### config.mk
export PLATFORM = sky130hd
export DESIGN_NAME = bandai2003_bus_seq_flat
export DESIGN_NICKNAME = d
export VERILOG_FILES = /design/src/rtl/bandai2003_bus_seq_if.sv /design/src/rtl/bandai2003_bus_seq.sv /design/src/flat_wrapper.sv
export SDC_FILE = /design/constraint.sdc
export NUM_CORES = 1
export LEC_CHECK = 0
export CORE_MARGIN = 2
export CORE_UTILIZATION = 40
export DETAILED_ROUTE_END_ITERATION = 10
export GPL_TIMING_DRIVEN = 1
export MAX_ROUTING_LAYER = met4
export PLACE_DENSITY = 0.66
export SETUP_SLACK_MARGIN = 0.2
export SLEW_MARGIN = 40
export SYNTH_ARGS = -nofsm -noshare
export SYNTH_HDL_FRONTEND = slang
export SYNTH_SLANG_ARGS = --single-unit
### constraint.sdc
create_clock -name CLK -period 2.8 [get_ports CLK]
set_input_delay 0.56 -clock CLK [delete_from_list [all_inputs] [get_ports CLK]]
set_output_delay 0.56 -clock CLK [all_outputs]
set_load 0.005 [all_outputs]
### src/rtl/bandai2003_bus_seq_if.sv
// Host command/response channel and cartridge pin bundle for the BANDAI2003 bus sequencer.
interface bandai2003_bus_seq_if;
    logic       cmd_valid;
    logic       cmd_ready;
    logic [2:0] cmd_op;
    logic [7:0] cmd_addr;
    logic [7:0] cmd_wdata;
    logic       rsp_valid;
    logic       rsp_err;
    logic [7:0] rsp_rdata;
    logic       unlocked;
    logic       CEn;
    logic       WEn;
    logic       OEn;
    logic       SSn;
    logic [7:0] ADDR;
    logic [7:0] DQ_O;
    logic       DQ_OE;
    logic [7:0] DQ_I;
    logic       SO;

    // Sequencer view: takes commands, drives the cartridge pins.
    modport slave (
        input  cmd_valid, cmd_op, cmd_addr, cmd_wdata, DQ_I, SO,
        output cmd_ready, rsp_valid, rsp_err, rsp_rdata, unlocked,
               CEn, WEn, OEn, SSn, ADDR, DQ_O, DQ_OE
    );

    // Host / cartridge-side view.
    modport master (
        output cmd_valid, cmd_op, cmd_addr, cmd_wdata, DQ_I, SO,
        input  cmd_ready, rsp_valid, rsp_err, rsp_rdata, unlocked,
               CEn, WEn, OEn, SSn, ADDR, DQ_O, DQ_OE
    );
endinterface

### src/rtl/bandai2003_bus_seq.sv
// Host-side bus sequencer for the BANDAI2003 mapper: unlock handshake, register and window cycles.
// Optional SO bitstream verification during unlock: define BANDAI_SO_CHECK_EN.
module bandai2003_bus_seq #(
    parameter int unsigned SETUP_CYC  = 1,
    parameter int unsigned STROBE_CYC = 2,
    parameter int unsigned HOLD_CYC   = 1
) (
    input  logic                  CLK,
    input  logic                  RSTn,
    bandai2003_bus_seq_if.slave   bus
);
    localparam int unsigned CNT_W  = 4;
    localparam int unsigned DATA_W = 8;
    localparam int unsigned OP_W   = 3;

    localparam logic [OP_W-1:0] OP_UNLOCK = 3'd0;
    localparam logic [OP_W-1:0] OP_REG_WR = 3'd1;
    localparam logic [OP_W-1:0] OP_REG_RD = 3'd2;
    localparam logic [OP_W-1:0] OP_MEM_RD = 3'd3;
    localparam logic [OP_W-1:0] OP_MEM_WR = 3'd4;

    localparam logic [DATA_W-1:0] KEY_A     = 8'h5A;
    localparam logic [DATA_W-1:0] KEY_B     = 8'hA5;
    localparam logic [DATA_W-1:0] ADDR_IDLE = 8'hFF;

`ifdef BANDAI_SO_CHECK_EN
    localparam int unsigned     SO_W   = 18;
    localparam int unsigned     BITC_W = 5;
    localparam logic [SO_W-1:0] SO_KEY = 18'h05140;
`endif

    typedef enum logic [2:0] {
        IDLE, UNL_A, UNL_B, UNL_CHK, SETUP, STROBE, HOLD, RESP
    } state_t;

    state_t              state, state_n;
    logic [CNT_W-1:0]    cnt, cnt_n;
    logic [OP_W-1:0]     op_q, op_n;
    logic [DATA_W-1:0]   addr_q, addr_n;
    logic [DATA_W-1:0]   wdata_q, wdata_n;
    logic [DATA_W-1:0]   rdata_q, rdata_n;
    logic                err_q, err_n;
`ifdef BANDAI_SO_CHECK_EN
    logic [SO_W-1:0]     so_cap, so_cap_n;
    logic [BITC_W-1:0]   bit_cnt, bit_cnt_n;
`endif

    logic                cmd_ready_d, rsp_valid_d, rsp_err_d, unlocked_d;
    logic                ce_n_d, we_n_d, oe_n_d, ss_n_d, dq_oe_d;
    logic [DATA_W-1:0]   rsp_rdata_d, addr_d, dq_o_d;
    logic                accept, is_wr, is_rd, is_reg;

    assign accept = bus.cmd_valid && bus.cmd_ready;
    assign is_wr  = (op_q == OP_REG_WR) || (op_q == OP_MEM_WR);
    assign is_rd  = (op_q == OP_REG_RD) || (op_q == OP_MEM_RD);
    assign is_reg = (op_q == OP_REG_WR) || (op_q == OP_REG_RD);

    // Next state plus pin values; pins follow the state one cycle behind.
    always_comb begin
        state_n     = state;
        cnt_n       = cnt;
        op_n        = op_q;
        addr_n      = addr_q;
        wdata_n     = wdata_q;
        rdata_n     = rdata_q;
        err_n       = err_q;
`ifdef BANDAI_SO_CHECK_EN
        so_cap_n    = so_cap;
        bit_cnt_n   = bit_cnt;
`endif
        cmd_ready_d = 1'b0;
        rsp_valid_d = 1'b0;
        rsp_err_d   = 1'b0;
        rsp_rdata_d = '0;
        unlocked_d  = bus.unlocked;
        ce_n_d      = 1'b1;
        we_n_d      = 1'b1;
        oe_n_d      = 1'b1;
        ss_n_d      = 1'b1;
        addr_d      = ADDR_IDLE;
        dq_o_d      = '0;
        dq_oe_d     = 1'b0;

        case (state)
            IDLE: begin
                if (accept) begin
                    op_n    = bus.cmd_op;
                    addr_n  = bus.cmd_addr;
                    wdata_n = bus.cmd_wdata;
                    rdata_n = '0;
                    err_n   = 1'b0;
                    // UNLOCK is legal only while locked, everything else only while unlocked.
                    if ((bus.cmd_op > OP_MEM_WR) || ((bus.cmd_op == OP_UNLOCK) == bus.unlocked)) begin
                        err_n   = 1'b1;
                        state_n = RESP;
                    end else if (bus.cmd_op == OP_UNLOCK) begin
                        state_n = UNL_A;
                    end else begin
                        state_n = SETUP;
                        cnt_n   = CNT_W'(SETUP_CYC);
                    end
                end
            end
            UNL_A: state_n = UNL_B;
            UNL_B: begin
`ifdef BANDAI_SO_CHECK_EN
                state_n   = UNL_CHK;
                bit_cnt_n = BITC_W'(SO_W);
                so_cap_n  = '0;
`else
                state_n   = RESP;
`endif
            end
`ifdef BANDAI_SO_CHECK_EN
            UNL_CHK: begin
                so_cap_n  = {bus.SO, so_cap[SO_W-1:1]};
                bit_cnt_n = bit_cnt - BITC_W'(1);
                if (bit_cnt == BITC_W'(1)) begin
                    state_n = RESP;
                    err_n   = (so_cap_n != SO_KEY);
                end
            end
`endif
            SETUP: begin
                if (cnt == CNT_W'(1)) begin
                    state_n = STROBE;
                    cnt_n   = CNT_W'(STROBE_CYC);
                end else begin
                    cnt_n = cnt - CNT_W'(1);
                end
            end
            STROBE: begin
                if (cnt == CNT_W'(1)) begin
                    state_n = HOLD;
                    cnt_n   = CNT_W'(HOLD_CYC);
                end else begin
                    cnt_n = cnt - CNT_W'(1);
                end
            end
            HOLD: begin
                // OEn is still low only at the edge that closes the last strobe cycle.
                if (!bus.OEn) rdata_n = bus.DQ_I;
                if (cnt == CNT_W'(1)) begin
                    state_n = RESP;
                end else begin
                    cnt_n = cnt - CNT_W'(1);
                end
            end
            RESP: state_n = IDLE;
            default: state_n = IDLE;
        endcase

        cmd_ready_d = (state_n == IDLE);

        case (state)
            UNL_A: addr_d = KEY_A;
            UNL_B: addr_d = KEY_B;
            SETUP, STROBE, HOLD: begin
                addr_d  = addr_q;
                ce_n_d  = 1'b0;
                ss_n_d  = !is_reg;
                dq_oe_d = is_wr;
                dq_o_d  = is_wr ? wdata_q : '0;
                if (state == STROBE) begin
                    we_n_d = !is_wr;
                    oe_n_d = !is_rd;
                end
            end
            RESP: begin
                rsp_valid_d = 1'b1;
                rsp_err_d   = err_q;
                rsp_rdata_d = (is_rd && !err_q) ? rdata_q : '0;
                if ((op_q == OP_UNLOCK) && !err_q) unlocked_d = 1'b1;
            end
            default: ;
        endcase
    end

    // Sequencer state and captured command.
    always_ff @(posedge CLK or negedge RSTn) begin
        if (!RSTn) begin
            state   <= IDLE;
            cnt     <= '0;
            op_q    <= '0;
            addr_q  <= '0;
            wdata_q <= '0;
            rdata_q <= '0;
            err_q   <= 1'b0;
`ifdef BANDAI_SO_CHECK_EN
            so_cap  <= '0;
            bit_cnt <= '0;
`endif
        end else begin
            state   <= state_n;
            cnt     <= cnt_n;
            op_q    <= op_n;
            addr_q  <= addr_n;
            wdata_q <= wdata_n;
            rdata_q <= rdata_n;
            err_q   <= err_n;
`ifdef BANDAI_SO_CHECK_EN
            so_cap  <= so_cap_n;
            bit_cnt <= bit_cnt_n;
`endif
        end
    end

    // Registered host and cartridge outputs.
    always_ff @(posedge CLK or negedge RSTn) begin
        if (!RSTn) begin
            bus.cmd_ready <= 1'b1;
            bus.rsp_valid <= 1'b0;
            bus.rsp_err   <= 1'b0;
            bus.rsp_rdata <= '0;
            bus.unlocked  <= 1'b0;
            bus.CEn       <= 1'b1;
            bus.WEn       <= 1'b1;
            bus.OEn       <= 1'b1;
            bus.SSn       <= 1'b1;
            bus.ADDR      <= ADDR_IDLE;
            bus.DQ_O      <= '0;
            bus.DQ_OE     <= 1'b0;
        end else begin
            bus.cmd_ready <= cmd_ready_d;
            bus.rsp_valid <= rsp_valid_d;
            bus.rsp_err   <= rsp_err_d;
            bus.rsp_rdata <= rsp_rdata_d;
            bus.unlocked  <= unlocked_d;
            bus.CEn       <= ce_n_d;
            bus.WEn       <= we_n_d;
            bus.OEn       <= oe_n_d;
            bus.SSn       <= ss_n_d;
            bus.ADDR      <= addr_d;
            bus.DQ_O      <= dq_o_d;
            bus.DQ_OE     <= dq_oe_d;
        end
    end

endmodule

### src/flat_wrapper.sv
// flat-port wrapper written by rule: the top's interface ports become plain ports
module bandai2003_bus_seq_flat 
#(
    parameter int unsigned SETUP_CYC  = 1,
    parameter int unsigned STROBE_CYC = 2,
    parameter int unsigned HOLD_CYC   = 1
)
  (CLK, RSTn, bus_cmd_valid, bus_cmd_op, bus_cmd_addr, bus_cmd_wdata, bus_DQ_I, bus_SO, bus_cmd_ready, bus_rsp_valid, bus_rsp_err, bus_rsp_rdata, bus_unlocked, bus_CEn, bus_WEn, bus_OEn, bus_SSn, bus_ADDR, bus_DQ_O, bus_DQ_OE);
  bandai2003_bus_seq_if bus_i ();
  input  logic CLK;
  input  logic RSTn;
  input wire logic [$bits(bus_i.cmd_valid)-1:0] bus_cmd_valid;
  input wire logic [$bits(bus_i.cmd_op)-1:0] bus_cmd_op;
  input wire logic [$bits(bus_i.cmd_addr)-1:0] bus_cmd_addr;
  input wire logic [$bits(bus_i.cmd_wdata)-1:0] bus_cmd_wdata;
  input wire logic [$bits(bus_i.DQ_I)-1:0] bus_DQ_I;
  input wire logic [$bits(bus_i.SO)-1:0] bus_SO;
  output wire logic [$bits(bus_i.cmd_ready)-1:0] bus_cmd_ready;
  output wire logic [$bits(bus_i.rsp_valid)-1:0] bus_rsp_valid;
  output wire logic [$bits(bus_i.rsp_err)-1:0] bus_rsp_err;
  output wire logic [$bits(bus_i.rsp_rdata)-1:0] bus_rsp_rdata;
  output wire logic [$bits(bus_i.unlocked)-1:0] bus_unlocked;
  output wire logic [$bits(bus_i.CEn)-1:0] bus_CEn;
  output wire logic [$bits(bus_i.WEn)-1:0] bus_WEn;
  output wire logic [$bits(bus_i.OEn)-1:0] bus_OEn;
  output wire logic [$bits(bus_i.SSn)-1:0] bus_SSn;
  output wire logic [$bits(bus_i.ADDR)-1:0] bus_ADDR;
  output wire logic [$bits(bus_i.DQ_O)-1:0] bus_DQ_O;
  output wire logic [$bits(bus_i.DQ_OE)-1:0] bus_DQ_OE;
  assign bus_i.cmd_valid = bus_cmd_valid;
  assign bus_i.cmd_op = bus_cmd_op;
  assign bus_i.cmd_addr = bus_cmd_addr;
  assign bus_i.cmd_wdata = bus_cmd_wdata;
  assign bus_i.DQ_I = bus_DQ_I;
  assign bus_i.SO = bus_SO;
  assign bus_cmd_ready = bus_i.cmd_ready;
  assign bus_rsp_valid = bus_i.rsp_valid;
  assign bus_rsp_err = bus_i.rsp_err;
  assign bus_rsp_rdata = bus_i.rsp_rdata;
  assign bus_unlocked = bus_i.unlocked;
  assign bus_CEn = bus_i.CEn;
  assign bus_WEn = bus_i.WEn;
  assign bus_OEn = bus_i.OEn;
  assign bus_SSn = bus_i.SSn;
  assign bus_ADDR = bus_i.ADDR;
  assign bus_DQ_O = bus_i.DQ_O;
  assign bus_DQ_OE = bus_i.DQ_OE;
  bandai2003_bus_seq #(.SETUP_CYC(SETUP_CYC), .STROBE_CYC(STROBE_CYC), .HOLD_CYC(HOLD_CYC)) u_core (.CLK(CLK), .RSTn(RSTn), .bus(bus_i));
endmodule
# Yosys cells after proc, flatten, opt, wreduce, memory -nomap -nowiden
# Cells that the tools add are included.
word_totals:
  reg_bits: 68
  n_memories: 0
  input_bits: 31
  latchBits: 0
  romBits: 0
  ram_bits: 0
op_classes:
  n_reduce_logical: 22
  div: 0
  muxes: 32
  n_bitwise: 0
  addsub: 1
  shifts: 0
  magnitude_cmp: 1
  n_eq_ne: 17
  mul: 0
ops:
  columns: ["op", "count"]
  rows:
  - ["$mux W8", 6]
  - ["$mux W4", 6]
  - ["$pmux W8 S3", 1]
  - ["$mux W3", 6]
  - ["$pmux W3 S6", 1]
  - ["$pmux W4 S4", 1]
  - ["$pmux W8 S2", 1]
  - ["$eq A3 B3 Y1 const B", 5]
  - ["$logic_not A3 Y1", 4]
  - ["$mux W1", 10]
  - ["$eq A3 B2 Y1 const B", 3]
  - ["$ne A2 B2 Y1 const B", 4]
  - ["$eq A3 B1 Y1 const B", 2]
  - ["$reduce_and A5 Y1", 1]
  - ["$eq A4 B1 Y1 const B", 1]
  - ["$logic_not A1 Y1", 4]
  - ["$logic_or A1 B1 Y1", 4]
  - ["$reduce_and A2 Y1", 2]
  - ["$reduce_bool A4 Y1", 1]
  - ["$sub A4 B1 Y4 const B", 1]
  - ["$gt A3 B3 Y1 const B", 1]
  - ["$logic_and A1 B1 Y1", 3]
  - ["$reduce_and A3 Y1", 1]
  - ["$reduce_or A3 Y1", 1]
  - ["3 further kinds", 3]

# Logic depth before layout (Yosys ltp)
# Gate-level depths: netlist of the first run.
depth:
  depth_word: 7
  mapped_depth: 7

# Worst setup path before layout of the first run
# Ideal clock, no wire load.
synth_path:
  kind: "input port to flip-flop"
  startpoint: "in bus_cmd_op[1]"
  endpoint: "reg u_core.cnt[2]"
  cell_stages: 4
  required_ps: 2680
  path_slack_ps: 1096
  path_buffers: 0
  arrival_time_ps: 1583
  path_cell_list: "or3_4 > and4_4 > or2_4 > a41o_1"
synth_via:
  elab_chain_cells: 5
  elab_cells_between_ends: 7
synth_rtl:
  columns: ["item", "line_no", "rtl"]
  rows:
  - ["start: declaration", "flat_wrapper.sv:13", "input wire logic [$bits(bus_i.cmd_op)-1:0] bus_cmd_op;"]
  - ["branches (longest 4 deep; another with $gt A3 B3 Y1)", null, null]
  - ["$reduce_and A5 Y1 (no source line) *", null, null]
  - ["end signal: assignment", "bandai2003_bus_seq.sv:195", "cnt <= cnt_n;"]
  - ["end: declaration", "bandai2003_bus_seq.sv:37", "logic [CNT_W-1:0] cnt, cnt_n;"]
# Mark *: on every way between the ends.
# A chain may end at the register's enable or synchronous reset.

# Worst setup path after layout of the first run
layout_path:
  startpoint: "reg u_core.bus.OEn"
  endpoint: "out bus_OEn"
layout_rtl:
  columns: ["item", "line_no", "rtl"]
  rows:
  - ["start: declaration", "bandai2003_bus_seq_if.sv:26", "CEn, WEn, OEn, SSn, ADDR, DQ_O, DQ_OE"]
  - ["start signal: assignment", "bandai2003_bus_seq.sv:231", "bus.OEn <= oe_n_d;"]
  - ["end: declaration", "flat_wrapper.sv:25", "output wire logic [$bits(bus_i.OEn)-1:0] bus_OEn;"]
# No word-level cell between the ends.

==> results.json, run 1 <==
{
  "clk_latency_ns": 0.34,
  "async_flop_share_pct": 100,
  "slew_violations": 0,
  "wl_um": 5630,
  "clockPowerShare_pct": 24.1,
  "cts_max_level": 3,
  "worstRegToRegCells": 3,
  "p_int_mw": 2.40,
  "drt_iter0_markers": 81,
  "cp_num_cells": 1,
  "yosysTopAreaCell": "dfrtp_1",
  "numClockSinks": 68,
  "grt_pass1_vias": 2028,
  "final_area_mm2": 0.00370,
  "worstSetupEndpointType": "output port",
  "syn_area_per_cell_um2": 10.1,
  "numCtsBuffers": 9,
  "rr_startpoint": "u_core.state[2]",
  "worst_pin_slew_ns": 0.627,
  "slew_headroom_pct": 58.1,
  "ctsHoldBuffers": 0,
  "path_max_fanout": 3,
  "synthToLayoutAreaGrowth_pct": 32.5,
  "fmax_mhz": 511,
  "placed_cell_area_mm2": 0.00349,
  "final_core_util_pct": 54.7,
  "rr_endpoint": "u_core.bus.rsp_rdata[2]",
  "path_clk_slew_ns": 0.07,
  "seq_area_frac_synth_pct": 61.6,
  "synth_seq_cells": 68,
  "pre_cts_ws_ns": 0.550,
  "period_share_pct": 69.9,
  "cts_root_buf": "clkbuf_8",
  "die_y_um": 87.5,
  "worstHoldPathType": "primary input to asynchronous set/reset pin",
  "finClkSkew_ns": 0.00651,
  "cts_buffer_depth": 2,
  "synth.yosys.warnings": 0,
  "synth_top_area_share_pct": 49.3,
  "n_antenna_cell": 0,
  "ys_top_cells_by_count": "95 x nand2_1, 55 x dfrtp_1, 17 x and2_1",
  "drt_pass1_iterations": 5,
  "outcome": "complete, no violations",
  "crit_buf_inv": 1,
  "dp_hpwl_um": 3770,
  "power_density_mw_per_mm2": 945,
  "via_count": 2047,
  "drive_gt1_share_pct": 12.5,
  "post-synth-top-count-cell": "nand2_1",
  "power_frac_comb_pct": 29.4,
  "worstPathCellList": "clkdlybuf4s50_1",
  "slowest_delay_ns": 0.56,
  "pwr-share-seq_pct": 46.5,
  "io_buffers": 62,
  "overflow": 0,
  "cts_setup_buffers": 0,
  "grt_start_max_net_pins": 44,
  "die_x_um": 87.5,
  "antenna_found_initial": 0,
  "ys_types": 42,
  "place_congestion": 0.789,
  "finish.net_count": 372,
  "cp.arrival_ns": 1.40,
  "track_usage_pct": 17.3,
  "drv_cap": 0,
  "vias_per_cell": 4.83,
  "leakagePower_nw": 1.76,
  "crit_required_ns": 2.24,
  "core_area_mm2": 0.00676,
  "swShare_pct": 31.3,
  "irDropWorstVdd_v": 0.000460,
  "setup_viol_count_final": 0,
  "synth_edf_count": 0,
  "ys_dominant_reg_cell": "dfrtp_1",
  "ys_top_cells_by_area": "dfrtp_1 49%, nand2_1 13%, dfstp_2 12%",
  "row_count": 30,
  "critical_path_class": "flip-flop to output port",
  "tns_ns": 0,
  "p_switching_mw": 1.09,
  "synth_nets": 308,
  "grt_pass1_wl_um": 9650,
  "cts_resized": 0,
  "start_util_pct": 41.3,
  "routedWlPerCell_um": 13.3,
  "ant_nets": 0,
  "period_minus_slack_ns": 1.96,
  "cts_tree": "done",
  "worst_setup_path_start_kind": "flip-flop",
  "rsz0062_at_grt": "false",
  "netlist_area_mm2": 0.00279,
  "syn-instance-count": 275,
  "r2r_setup_slack_ns": 0.87,
  "hold_viol_final": 0,
  "die_area_mm2": 0.00766,
  "cp_top_family": "flip-flops",
  "ios": 64,
  "finalWorstSetupSlack_ns": 0.844,
  "worst_path_max_delay_cell": "dfstp_2",
  "route.detailed.drc": 0
}
[layout by cell type, fill, tap and decap left out, drive strengths merged, types with 6 or more instances in the layout]
cell / n
nand3: 12
and2: 17
nor2: 10
nand2: 95
clkdlybuf4s50: 61
o21ai: 6
dfstp: 13
buf: 6
clkbuf: 11
nor3: 6
dfrtp: 55
[power by group through the flow]
stage / clock [mW] / sequential, mW / combinational [mW]
6_report: 0.842 / 1.62 / 1.03
3_5_place_dp: 0 / 1.64 / 1.03
3_3_place_gp: 0 / 1.63 / 0.999
4_1_cts: 0.858 / 1.63 / 1.04
5_1_grt: 0.916 / 1.68 / 1.17
2_1_floorplan: 0 / 1.54 / 0.663
[metrics by stage]
step	hold slack, ns	std cells	power, mW
floorplan	0.264	275	2.21
global placement	0.450	408	2.63
detailed placement	0.454	408	2.67
CTS	0.223	424	3.53
global route	0.241	424	3.76
finish	0.219	424	3.49
[cell families (layout without fill, tap and decap cells)]
group / Yosys count / in the layout / synth area share [%]
and+or+nand+nor: 162 / 162 / 27.5
muxes: 3 / 3 / 1.08
buffers and inverters: 18 / 87 / 3.01
DFF: 68 / 68 / 61.6
AOI/OAI and AO/OA: 19 / 19 / 4.94
adders and majority gates: 2 / 2 / 0.897
xor gates and xnor gates: 3 / 3 / 0.942
[sequential cells by signal, summed over array words and instances, names as in the netlist, 3 cells and up]
signal,cells
u_core.addr_q,8
u_core.bus.ADDR,8
u_core.bus.DQ_O,8
u_core.bus.rsp_rdata,8
u_core.rdata_q,8
u_core.wdata_q,8
u_core.cnt,4
u_core.op_q,3
u_core.state,3
[final cells by class]
cell class	count	area [um2]
Fill cell	614	3060
Multi-Input combinational cell	189	987
Inverter	4	15.0
Timing Repair Buffer	67	666
Sequential cell	68	1720
Clock inverter	5	58.8
Clock buffer	11	151
Tap cell	80	100
[metal layers]
metal | GRT usage (%) | vias to the layer above | wire length [um]
li1 | - | 1020 | -
met3 | 5.50 | 9 | 279
met4 | 7.97 | 0 | 109
met2 | 26.1 | 50 | 2730
met5 | - | - | 0
met1 | 21.1 | 968 | 2510
[how the worst max path moves through the flow]
stage                          from                      end
5_1_grt             u_core.state[2]  u_core.bus.rsp_rdata[2]
3_3_place_gp          bus_cmd_op[1]            u_core.cnt[2]
3_5_place_dp          bus_cmd_op[1]            u_core.cnt[2]
6_report             u_core.bus.OEn                  bus_OEn
4_1_cts        u_core.bus.cmd_ready            bus_cmd_ready
2_1_floorplan         bus_cmd_op[1]            u_core.cnt[2]
No activity file was read; power rests on OpenSTA's default activity.
==> inputs of run 2 (changes only) <==
clock period = 1.9 ns   (was 2.8 ns; I/O delays follow)
==> run 2 against run 1 <==
Compared with the run above:
- via count is 1.8% higher
- register-to-register slack worse by 0.60 ns
- clock skew is 0.00062 ns lower
- sequential share of layout area decreased by 1.4 points
- sequential cell count did not move
- count of clock-buffer cells in the layout is 1 lower
- non-clock buffer count grew 15
- highest routed layer unchanged
==> results.json, run 2 (synthesis gave the netlist of run 1 again) <==
{
  "rr_endpoint": "u_core.cnt[0]",
  "ios": 64,
  "placed_cell_area_mm2": 0.00357,
  "cts_root_buf": "clkbuf_8",
  "die_y_um": 87.5,
  "rr_startpoint": "u_core.cnt[0]",
  "critical_path_class": "primary input to flip-flop",
  "finClkSkew_ns": 0.00589,
  "drt_pass1_iterations": 4,
  "grt_pass1_wl_um": 9440,
  "power_mw": 5.06,
  "core_area_mm2": 0.00676,
  "ctsHoldBuffers": 0,
  "layout_common_cells": "95 x nand2_1, 54 x dfrtp_1, 46 x clkdlybuf4s50_1",
  "slew_violations": 0,
  "cp.arrival_ns": 1.88,
  "worstSetupEndpointType": "flip-flop",
  "swShare_pct": 31.7,
  "route.detailed.drc": 0,
  "finish.net_count": 387,
  "routedWlPerCell_um": 12.7,
  "final_common_cell": "nand2_1",
  "cts_buffer_depth": 2,
  "dp.cells": 418,
  "p_switching_mw": 1.60,
  "vias_per_cell": 4.75,
  "rsz0062_at_grt": "true",
  "antenna_found_initial": 0,
  "worstRegToRegCells": 5,
  "drv_cap": 0,
  "p_int_mw": 3.45,
  "finalWorstSetupSlack_ns": 0.246,
  "die_x_um": 87.5,
  "worst_setup_path_start_kind": "primary input",
  "io_buffers": 62,
  "hold_viol_final": 0,
  "worstPathCellList": "clkdlybuf4s50_1 > or3_4 > and4_4 > or2_4 > a41o_1",
  "n_antenna_cell": 0,
  "tns_ns": 0,
  "fmax_mhz": 604,
  "irDropWorstVdd_v": 0.000591,
  "drive_gt1_share_pct": 17.3,
  "hold_slack_ns": 0.0732,
  "slew_headroom_pct": 66.7,
  "cts_tree": "done",
  "start_util_pct": 41.3,
  "clk_latency_ns": 0.33,
  "grt_pass1_vias": 2094,
  "slowest_delay_ns": 0.42,
  "path_clk_slew_ns": 0.07,
  "overflow": 0,
  "wl_um": 5580,
  "worst_pin_slew_ns": 0.497,
  "crit_required_ns": 2.12,
  "path_max_fanout": 3,
  "setup_viol_count_final": 0,
  "period_minus_slack_ns": 1.65,
  "r2r_setup_slack_ns": 0.27,
  "track_usage_pct": 16.4,
  "synthToLayoutAreaGrowth_pct": 36.9,
  "ant_nets": 0,
  "grt_start_max_net_pins": 38,
  "die_area_mm2": 0.00766,
  "pre_cts_ws_ns": -0.112,
  "row_count": 30,
  "final_area_mm2": 0.00382,
  "clockPowerShare_pct": 22.9,
  "power_frac_comb_pct": 30.8,
  "worstHoldPathType": "primary input to asynchronous set/reset pin",
  "place_congestion": 0.800,
  "dp_hpwl_um": 3940,
  "pwr-share-seq_pct": 46.3,
  "power_density_mw_per_mm2": 1320,
  "numClockSinks": 68,
  "outcome": "complete, no violations",
  "drt_iter0_markers": 86,
  "worst_path_max_delay_cell": "clkdlybuf4s50_1",
  "via_count": 2084,
  "final_core_util_pct": 56.5,
  "numCtsBuffers": 9,
  "period_share_pct": 87.1,
  "cts_max_level": 3,
  "fin_cells": 439,
  "leakagePower_nw": 1.88
}
## run 2: worst max-delay path by stage
stage | start | endpoint | slack (ns) | cells after the start
finish | bus_cmd_op[0] | u_core.cnt[2] | 0.25 | 5
global route | u_core.cnt[1] | u_core.cnt[0] | 0.18 | 6
CTS | u_core.bus.cmd_ready | bus_cmd_ready | 0.14 | 1
detailed placement | bus_cmd_op[1] | u_core.cnt[2] | -0.11 | 5
global placement | bus_cmd_op[1] | u_core.cnt[2] | -0.10 | 5
floorplan | u_core.cnt[1] | u_core.state[0] | 0.26 | 7
## run 2: final cells by class
class                      instances  area (um2)
timing repair buffer              82         783
sequential                        68        1720
clock inverter                     6        63.8
fill                             596        2940
inverter                           4        15.0
tap                               80         100
multi-input combinational        189        1010
clock buffer                      10         128
## run 2: what timing repair did
item | in CTS | in global routing
setup buffers | 2 | 3
setup endpoints to repair | 16 | 8
pin swaps | 0 | 1
resized for setup | 15 | 7
## run 2: power groups by stage
stage,clock (mW),combinational (mW),sequential [mW]
CTS,1.18,1.56,2.34
global placement,0,1.56,2.36
finish,1.16,1.56,2.34
detailed placement,0,1.60,2.38
floorplan,0,0.978,2.28
global route,1.26,1.77,2.41
## run 2: metal layers
metal | share of wire, % | track usage [%] | wire length, um | vias to the layer above
li1 | - | - | - | 1046
met1 | 46 | 20.1 | 2540 | 987
met2 | 50 | 25.3 | 2780 | 43
met3 | 3.6 | 3.89 | 199 | 8
met4 | 1.1 | 8.67 | 59 | 0
met5 | 0 | - | 0 | -
## run 2: worst max-delay path, delay by kind of cell
family,cells,cell delay (ns)
buf+inv,1,0.42
compound gates,1,0.23
simple gates,3,0.84
==> inputs of run 3 (changes only) <==
HOLD_SLACK_MARGIN = 0.08   (was unset)
==> run 3 against run 2 <==
Compared with the run above:
- first-iteration DRC count increased by 12%
- total power about the same
- sequential cell count unchanged
- critical path depth unchanged
- global-route usage unchanged
- hold slack improved by 0.37 ns
- count of clock-buffer cells in the layout unchanged
- critical endpoint unchanged
==> results.json, run 3 (synthesis gave the netlist of run 1 again) <==
{
  "outcome": "complete, no violations",
  "irDropWorstVdd_v": 0.000591,
  "worstSetupEndpointType": "flip-flop",
  "fillers": 595,
  "cp.arrival_ns": 1.88,
  "n_antenna_cell": 0,
  "cts_buffer_depth": 2,
  "period_share_pct": 87.1,
  "drv_cap": 0,
  "track_usage_pct": 16.4,
  "cts_tree": "done",
  "finalWorstSetupSlack_ns": 0.244,
  "dp.cells": 418,
  "worstHoldPathType": "primary input to flip-flop",
  "worstSetupEndpoint": "u_core.cnt[2]",
  "vias_per_cell": 4.76,
  "critical_path_class": "primary input to flip-flop",
  "slowest_delay_ns": 0.42,
  "via_count": 2095,
  "io_buffers": 62,
  "overflow": 0,
  "start_util_pct": 41.3,
  "path_max_fanout": 3,
  "worst_pin_slew_ns": 0.494,
  "numCtsBuffers": 9,
  "tns_ns": 0,
  "row_count": 30,
  "hold_viol_final": 0,
  "leakagePower_nw": 1.88,
  "finClkSkew_ns": 0.00463,
  "finish.net_count": 388,
  "cts_root_buf": "clkbuf_8",
  "slew_headroom_pct": 66.9,
  "core_area_mm2": 0.00676,
  "route.detailed.drc": 0,
  "worstSetupStartpoint": "bus_cmd_op[0]",
  "final_core_util_pct": 56.6,
  "slew_violations": 0,
  "routedWlPerCell_um": 12.7,
  "worstRegToRegCells": 5,
  "dp_hpwl_um": 3940,
  "cp_top_family": "simple AND/OR/NAND/NOR gates",
  "hold_slack_ns": 0.445,
  "cp_num_cells": 5,
  "power_density_mw_per_mm2": 1320,
  "cts_max_level": 3,
  "rsz0062_at_grt": "true",
  "clk_latency_ns": 0.33,
  "die_area_mm2": 0.00766,
  "worst_setup_path_start_kind": "primary input",
  "numClockSinks": 68,
  "crit_required_ns": 2.12,
  "grt_pass1_wl_um": 9440,
  "worstPathCellList": "clkdlybuf4s50_1 > or3_4 > and4_4 > or2_4 > a41o_1",
  "period_minus_slack_ns": 1.66,
  "r2r_setup_slack_ns": 0.27,
  "pre_cts_ws_ns": -0.112,
  "worst_path_max_delay_cell": "clkdlybuf4s50_1",
  "ios": 64,
  "die_y_um": 87.5,
  "synthToLayoutAreaGrowth_pct": 37.2,
  "ant_nets": 0,
  "wl_um": 5590,
  "die_x_um": 87.5,
  "fmax_mhz": 604,
  "rr_endpoint": "u_core.cnt[0]",
  "rr_startpoint": "u_core.cnt[0]",
  "grt_start_max_net_pins": 38,
  "drt_iter0_markers": 96,
  "place_congestion": 0.800,
  "drive_gt1_share_pct": 17.2,
  "antenna_found_initial": 0,
  "fin_cells": 440,
  "path_clk_slew_ns": 0.07,
  "final_common_cell": "nand2_1",
  "grt_pass1_vias": 2098,
  "setup_viol_count_final": 0,
  "crit_buf_inv": 1,
  "layout_common_cells": "95 x nand2_1, 54 x dfrtp_1, 46 x clkdlybuf4s50_1",
  "drt_pass1_iterations": 4
}
[run 3: changes by cell type in the layout (fill, tap and decap cells not counted), sizes merged]
cell         delta
dlygate4sd3     +1
[run 3: report_power, final]
part	switching (mW)	internal, mW	total [mW]
Combinational	0.731	0.831	1.56
Sequential	0.326	2.02	2.35
Clock	0.545	0.606	1.15
Total	1.60	3.46	5.06
[run 3: how the worst min path moves through the flow]
stage                      start            endpoint  slack (ns)  cells past startpoint
6_report           bus_cmd_op[1]      u_core.op_q[1]        0.45                      4
5_1_grt            bus_cmd_op[1]      u_core.op_q[1]        0.46                      4
4_1_cts        u_core.wdata_q[4]   u_core.wdata_q[4]        0.47                      2
3_5_place_dp                RSTn  u_core.bus.ADDR[1]        0.42                      1
3_3_place_gp                RSTn  u_core.bus.ADDR[1]        0.42                      1
2_1_floorplan               RSTn    u_core.addr_q[0]        0.08                      0
[run 3: per-layer routing]
| layer | vias up | track usage [%] | wire, um |
|---|---|---|---|
| met1 | 988 | 20.1 | 2510 |
| met5 | - | - | 0 |
| met2 | 53 | 25.3 | 2790 |
| li1 | 1048 | - | - |
| met3 | 6 | 3.89 | 234 |
| met4 | 0 | 8.67 | 51 |
[run 3: area by class of cell]
| cell class | count | area (um2) | share of cell area [%] |
|---|---|---|---|
| Sequential cell | 68 | 1720 | 44.9 |
| Multi-Input combinational cell | 189 | 1010 | 26.3 |
| Timing Repair Buffer | 83 | 793 | 20.7 |
| Clock buffer | 10 | 128 | 3.33 |
| Tap cell | 80 | 100 | 2.62 |
| Clock inverter | 6 | 63.8 | 1.67 |
| Inverter | 4 | 15.0 | 0.392 |
[run 3: worst reg2reg max path: stages, from the launching register on]
cell      delay (ns)
dfrtp_1         0.47
ha_4            0.18
or3b_4          0.42
nand2_1         0.10
o21ai_0         0.08
a222oi_1        0.27
[run 3: through the flow]
step	cell area, um2	total power, mW
floorplan	2790	3.25
global placement	3570	3.93
detailed placement	3570	3.97
CTS	3780	5.09
global route	3830	5.45
finish	3830	5.06
[run 3: timing repair]
action,in CTS,in global routing
hold endpoints to repair,4,0
hold buffers,1,0
buffers inserted,2,3
endpoints found under the setup margin,16,8
gates resized for setup,15,7
pin swaps,0,1
